===== config.mk =====
export PLATFORM = sky130hd
export DESIGN_NAME = clk_div_monitor
export DESIGN_NICKNAME = d
export VERILOG_FILES = /design/src/rtl/clk_div_monitor.sv
export SDC_FILE = /design/constraint.sdc
export NUM_CORES = 1
export LEC_CHECK = 0
export BUFFER_PORTS_ARGS = -buffer_cell sky130_fd_sc_hd__buf_2
export CAP_MARGIN = 20
export CORE_MARGIN = 10
export CORE_UTILIZATION = 58
export CTS_CLUSTER_DIAMETER = 120
export DETAILED_ROUTE_END_ITERATION = 10
export GPL_ROUTABILITY_DRIVEN = 0
export PLACE_DENSITY = 0.89
export SLEW_MARGIN = 20
export SYNTH_ARGS = -nofsm -noshare
export SYNTH_HDL_FRONTEND = slang
export SYNTH_SLANG_ARGS = --single-unit

===== constraint.sdc =====
create_clock -name clk_in -period 4.05 [get_ports clk_in]
set_input_delay 0.405 -clock clk_in [delete_from_list [all_inputs] [get_ports clk_in]]
set_output_delay 0.405 -clock clk_in [all_outputs]
set_load 0.03 [all_outputs]

===== src/rtl/clk_div_monitor.sv =====
// clk_div_monitor: measures a divided clock's period in clk_in cycles and tracks lock, period errors and loss of clock.
// Optional high-time check is built when CLK_MON_DUTY_EN is defined; otherwise duty_err is tied 0.
module clk_div_monitor #(
  parameter int CNT_W      = 8,
  parameter int EXP_PERIOD = 12,
  parameter int TOL        = 1,
  parameter int LOCK_CNT   = 4,
  parameter int TIMEOUT    = 48,
  parameter int EXP_HIGH   = 6
) (
  input  logic             clk_in,
  input  logic             reset_n,
  input  logic             en,
  input  logic             mon_clk,
  output logic             locked,
  output logic [CNT_W-1:0] period,
  output logic             period_vld,
  output logic             err_pulse,
  output logic             lost_pulse,
  output logic             duty_err
);
  localparam logic [1:0] IDLE = 2'd0, ACQ = 2'd1, LOCKED = 2'd2;
  localparam logic [CNT_W-1:0] CNT_MAX = '1;
  localparam logic [CNT_W:0] EXP_P = (CNT_W+1)'(EXP_PERIOD);
  localparam logic [CNT_W:0] TOL_P = (CNT_W+1)'(TOL);
  localparam logic [CNT_W:0] TO_P = (CNT_W+1)'(TIMEOUT);
  localparam logic [3:0] LOCK_C = 4'(LOCK_CNT);
  logic s1, s2, s3, rise, good, timeout, ok, duty_bad;
  logic [CNT_W-1:0] cnt_q;
  logic [CNT_W:0] meas, diff;
  logic [1:0] state;
  logic [3:0] good_cnt;
  assign rise = s2 & ~s3;
  assign meas = {1'b0, cnt_q} + (CNT_W+1)'(1);
  assign diff = meas >= EXP_P ? meas - EXP_P : EXP_P - meas;
  assign good = diff <= TOL_P;
  assign timeout = ~rise & (meas >= TO_P);
  assign ok = good & ~duty_bad;
  // bring mon_clk into the clk_in domain and keep one extra stage for edge detection
  always_ff @(posedge clk_in or negedge reset_n)
    if (!reset_n) {s1, s2, s3} <= 3'b000;
    else {s1, s2, s3} <= {mon_clk, s1, s2};
  // rise-to-rise counter; period latches the count on every rise while enabled
  always_ff @(posedge clk_in or negedge reset_n)
    if (!reset_n) begin
      cnt_q <= '0;
      period <= '0;
    end else if (!en) cnt_q <= '0;
    else if (rise) begin
      cnt_q <= '0;
      period <= meas[CNT_W] ? CNT_MAX : meas[CNT_W-1:0];
    end else if (cnt_q != CNT_MAX) cnt_q <= cnt_q + CNT_W'(1);
  // lock FSM with its event pulses; the first rise out of IDLE is only a starting point
  always_ff @(posedge clk_in or negedge reset_n)
    if (!reset_n) begin
      state <= IDLE;
      good_cnt <= '0;
      locked <= 1'b0;
      period_vld <= 1'b0;
      err_pulse <= 1'b0;
      lost_pulse <= 1'b0;
    end else begin
      period_vld <= en & rise & (state != IDLE);
      err_pulse <= en & rise & (state != IDLE) & ~ok;
      lost_pulse <= en & timeout & (state != IDLE);
      if (!en) begin
        state <= IDLE;
        good_cnt <= '0;
        locked <= 1'b0;
      end else if (state == IDLE) begin
        if (rise) begin
          state <= ACQ;
          good_cnt <= '0;
        end
      end else if (rise & ~ok) begin
        state <= ACQ;
        good_cnt <= '0;
        locked <= 1'b0;
      end else if (rise & (state == ACQ)) begin
        if (good_cnt + 4'd1 == LOCK_C) begin
          state <= LOCKED;
          locked <= 1'b1;
        end else good_cnt <= good_cnt + 4'd1;
      end else if (timeout) begin
        state <= IDLE;
        locked <= 1'b0;
      end
    end
`ifdef CLK_MON_DUTY_EN
  localparam logic [CNT_W:0] HI_P = (CNT_W+1)'(EXP_HIGH);
  logic fall, fell_q;
  logic [CNT_W-1:0] hi_q;
  logic [CNT_W:0] hi_meas, hi_diff;
  assign fall = ~s2 & s3;
  assign hi_diff = hi_meas >= HI_P ? hi_meas - HI_P : HI_P - hi_meas;
  assign duty_bad = ~fell_q | (hi_diff > TOL_P);
  // high-time counter; a rise with no fall since the previous rise is itself a violation
  always_ff @(posedge clk_in or negedge reset_n)
    if (!reset_n) begin
      hi_q <= '0;
      hi_meas <= '0;
      fell_q <= 1'b0;
      duty_err <= 1'b0;
    end else begin
      duty_err <= en & rise & (state != IDLE) & duty_bad;
      if (rise) begin
        hi_q <= '0;
        fell_q <= 1'b0;
      end else begin
        if (s2 && hi_q != CNT_MAX) hi_q <= hi_q + CNT_W'(1);
        if (fall) begin
          hi_meas <= {1'b0, hi_q} + (CNT_W+1)'(1);
          fell_q <= 1'b1;
        end
      end
    end
`else
  localparam int unused_exp_high = EXP_HIGH;
  assign duty_bad = 1'b0;
  assign duty_err = 1'b0;
`endif
endmodule


==> results.sh <==
export IMPL_status="complete, no violations"
export IMPL_setup_worst_path_class="register to register"
export IMPL_crit_start="cnt_q[0]$_DFFE_PN0P_"
export IMPL_reg2reg_slack_ns=0.38
export IMPL_path_clk_slew_ns=0.10
export IMPL_setup_viol=0
export IMPL_fmax_mhz=272.4
export IMPL_die_w_microns=75.89
export IMPL_syn_area_per_cell_sq_um=9.014
export IMPL_fin_hold_ws_ns=0.06335
export IMPL_worstPathRequired_ns=4.29
export IMPL_grt_overflow_total=0
export IMPL_coreArea_sq_um=3028
export IMPL_cts_buffers=5
export IMPL_cts_htree_levels=2
export IMPL_slew_headroom_pct=50.49
export IMPL_first_iter_violations=140
export IMPL_reg2reg_depth=12
export IMPL_fin_crit_ns=3.671
export IMPL_io_buffer_count=15
export IMPL_antenna_left=0
export IMPL_skew_ns=0.009884
export IMPL_start_util_pct=59.83
export IMPL_antenna_found_initial=0
export IMPL_grt_pass1_vias=1464
export IMPL_netlist_area_leader_share_pct=40.06
export IMPL_drc=0
export IMPL_clock_latency_ns=0.34
export IMPL_grt_setup_unrepaired="no"
export IMPL_reg2reg_from="cnt_q[0]$_DFFE_PN0P_"
export IMPL_hpwl_mm=2.844
export IMPL_yosys_warnings=0
export IMPL_p_leak_nw=0.9155
export IMPL_synth_largest_area_cell="dfrtp_1"
export IMPL_holdCritPathClass="input pin to asynchronous set/reset pin"
export IMPL_die_area_sq_um=5759
export IMPL_synth_area_top_cells="dfrtp_1 (40%), nand2_1 (5.0%), ha_1 (4.8%)"
export IMPL_ys_ff_latch=29
export IMPL_num_io_pins=17
export IMPL_synth_seq_area_share_pct=40.06
export IMPL_syn_nets=212
export IMPL_most_common_layout_cells="dfrtp_1 (29), nand2_1 (24), nor2_1 (22)"
export IMPL_grt_pass1_wl_mm=6.541
export IMPL_n_antenna_cell=0
export IMPL_timing_rr_end="locked$_DFFE_PN0P_"
export IMPL_clkSinkCount=29
export IMPL_drt_total_wl_mm=3.758
export IMPL_power_density_nw_per_um2=305.4
export IMPL_grt_max_degree=30
export IMPL_critical_path_endpoint="locked$_DFFE_PN0P_"
export IMPL_cap_violations=0
export IMPL_wl_per_cell_microns=14.29
export IMPL_grtUsageTotal_pct=14.67
export IMPL_crit_fanout=10
export IMPL_syn_area_sq_um=1812
export IMPL_num_vias=1494
export IMPL_drive_gt1_share_pct=16.89
export IMPL_die_h_microns=75.89
export IMPL_tightest_slew_ns=0.7374
export IMPL_viasPerCell=5.681
export IMPL_synth_edff_count=0
export IMPL_hold_buffers=0
export IMPL_synth_top_flop_cell="dfrtp_1"
export IMPL_slew_viol_final=0
export IMPL_final_nets=229
export IMPL_cts_resized=0
export IMPL_post_route_period_util_pct=90.65
export IMPL_endpoint_kind="register"
export IMPL_cts_tree="done"
export IMPL_tns_ns=0
export IMPL_cp_arrival_ns=3.91
export IMPL_synth_distinct_cells=49
export IMPL_finalHoldViolations=0
export IMPL_syn_to_final_growth_pct=9.599
export IMPL_netlist_instances=201
export IMPL_irDropWorstVdd_mv=0.2634
export IMPL_final_common_cell="dfrtp_1"
export IMPL_cts_root_buf="clkbuf_4"
export IMPL_drt_pass1_iterations=4
export IMPL_start_kind="register"
export IMPL_rows=20
export IMPL_async_flop_share_pct=100.0
export IMPL_cts_buffer_depth=2
export IMPL_post_cts_setup_buffers=0
-- state kept, by name (all words and copies together), names as in the netlist --
register	cells
s1	1
s3	1
state	2
s2	1
cnt_q	8
err_pulse	1
period_vld	1
good_cnt	4
lost_pulse	1
locked	1
period	8
-- report_power, final --
| group | total [mW] | internal, mW | switching [mW] |
|---|---|---|---|
| clock network | 0.206 | 0.100 | 0.105 |
| logic | 0.0846 | 0.0250 | 0.0597 |
| registers | 0.316 | 0.304 | 0.0123 |
| total | 0.606 | 0.429 | 0.177 |
-- how the worst min path moves through the flow --
stage | slack, ns | start | end
after floorplan | 0.11 | reset_n | cnt_q[0]$_DFFE_PN0P_
after global placement | 0.34 | s1$_DFF_PN0_ | s2$_DFF_PN0_
after detailed placement | 0.34 | s1$_DFF_PN0_ | s2$_DFF_PN0_
after CTS | 0.09 | reset_n | good_cnt[2]$_DFFE_PN0P_
after global routing | 0.1 | reset_n | good_cnt[2]$_DFFE_PN0P_
final | 0.06 | reset_n | good_cnt[2]$_DFFE_PN0P_
-- cell type report --
type,instances,area [sq um]
repair buffers,16,82.58
clock buffers,7,65.06
inverters,8,30.03
flip-flops and latches,29,725.7
clock inverters,1,5.005
multi-input cells,158,1022
fillers,248,1042
well taps,44,55.05
-- synth_stat cells, types with 2 or more instances --
master / n
o21ai_0: 11
clkbuf_1: 2
xor2_1: 4
or3_1: 4
nand2_1: 24
xnor2_1: 7
o21ai_1: 3
a31oi_1: 6
nand3_1: 6
nor2b_1: 4
nor2_2: 2
nand4_1: 5
and2_1: 3
a21oi_1: 9
inv_1: 8
nor3_1: 7
buf_6: 2
ha_1: 7
dfrtp_1: 29
nor2_1: 22
and3_1: 2
nor4_1: 2
mux2i_1: 4
nand2b_1: 3
-- worst max-delay path: stages (launching register included) --
cell	delay [ns]
dfrtp_1	0.54
ha_1	0.35
nor2b_1	0.18
nor2_2	0.19
inv_1	0.08
ha_1	0.25
a311o_1	0.39
or3b_1	0.43
a2111oi_2	0.38
o22ai_2	0.22
o21ai_2	0.29
a21oi_1	0.10
o21ba_1	0.17
-- metal layers --
metal / up-vias / GRT usage (%) / routed length, microns
li1: 750 / - / -
met1: 704 / 17.08 / 1718
met2: 35 / 25.00 / 1762
met3: 5 / 4.297 / 231
met4: 0 / 5.155 / 46
met5: - / 0 / 0
-- cells by family (layout without fill, tap and decap cells) --
family	count (synthesis)	count (layout)	synth area share (%)
XOR/XNOR	12	12	6.216
buffers and inverters	14	32	3.937
AO/OA/AOI/OAI	46	46	18.30
adder cells (fa/ha/maj)	7	7	4.834
multiplexers	4	4	2.210
other	1	1	0.2070
AND/OR/NAND/NOR	88	88	24.24
flip-flops	29	29	40.06
-- metrics by stage --
stage | worst slack (ns) | utilization [%] | area (sq um) | instances | power, mW
after global placement | 0.5463 | 63.02 | 1908 | 255 | 0.4052
after global routing | 0.1277 | 65.58 | 1986 | 263 | 0.6355
after floorplan | 0.8196 | - | 1812 | 201 | 0.3808
after CTS | 0.2981 | 65.33 | 1978 | 263 | 0.6089
final | 0.3786 | 65.58 | 1986 | 263 | 0.6065
after detailed placement | 0.3351 | 63.02 | 1908 | 255 | 0.4072
Power figures use the tool's default switching activity.
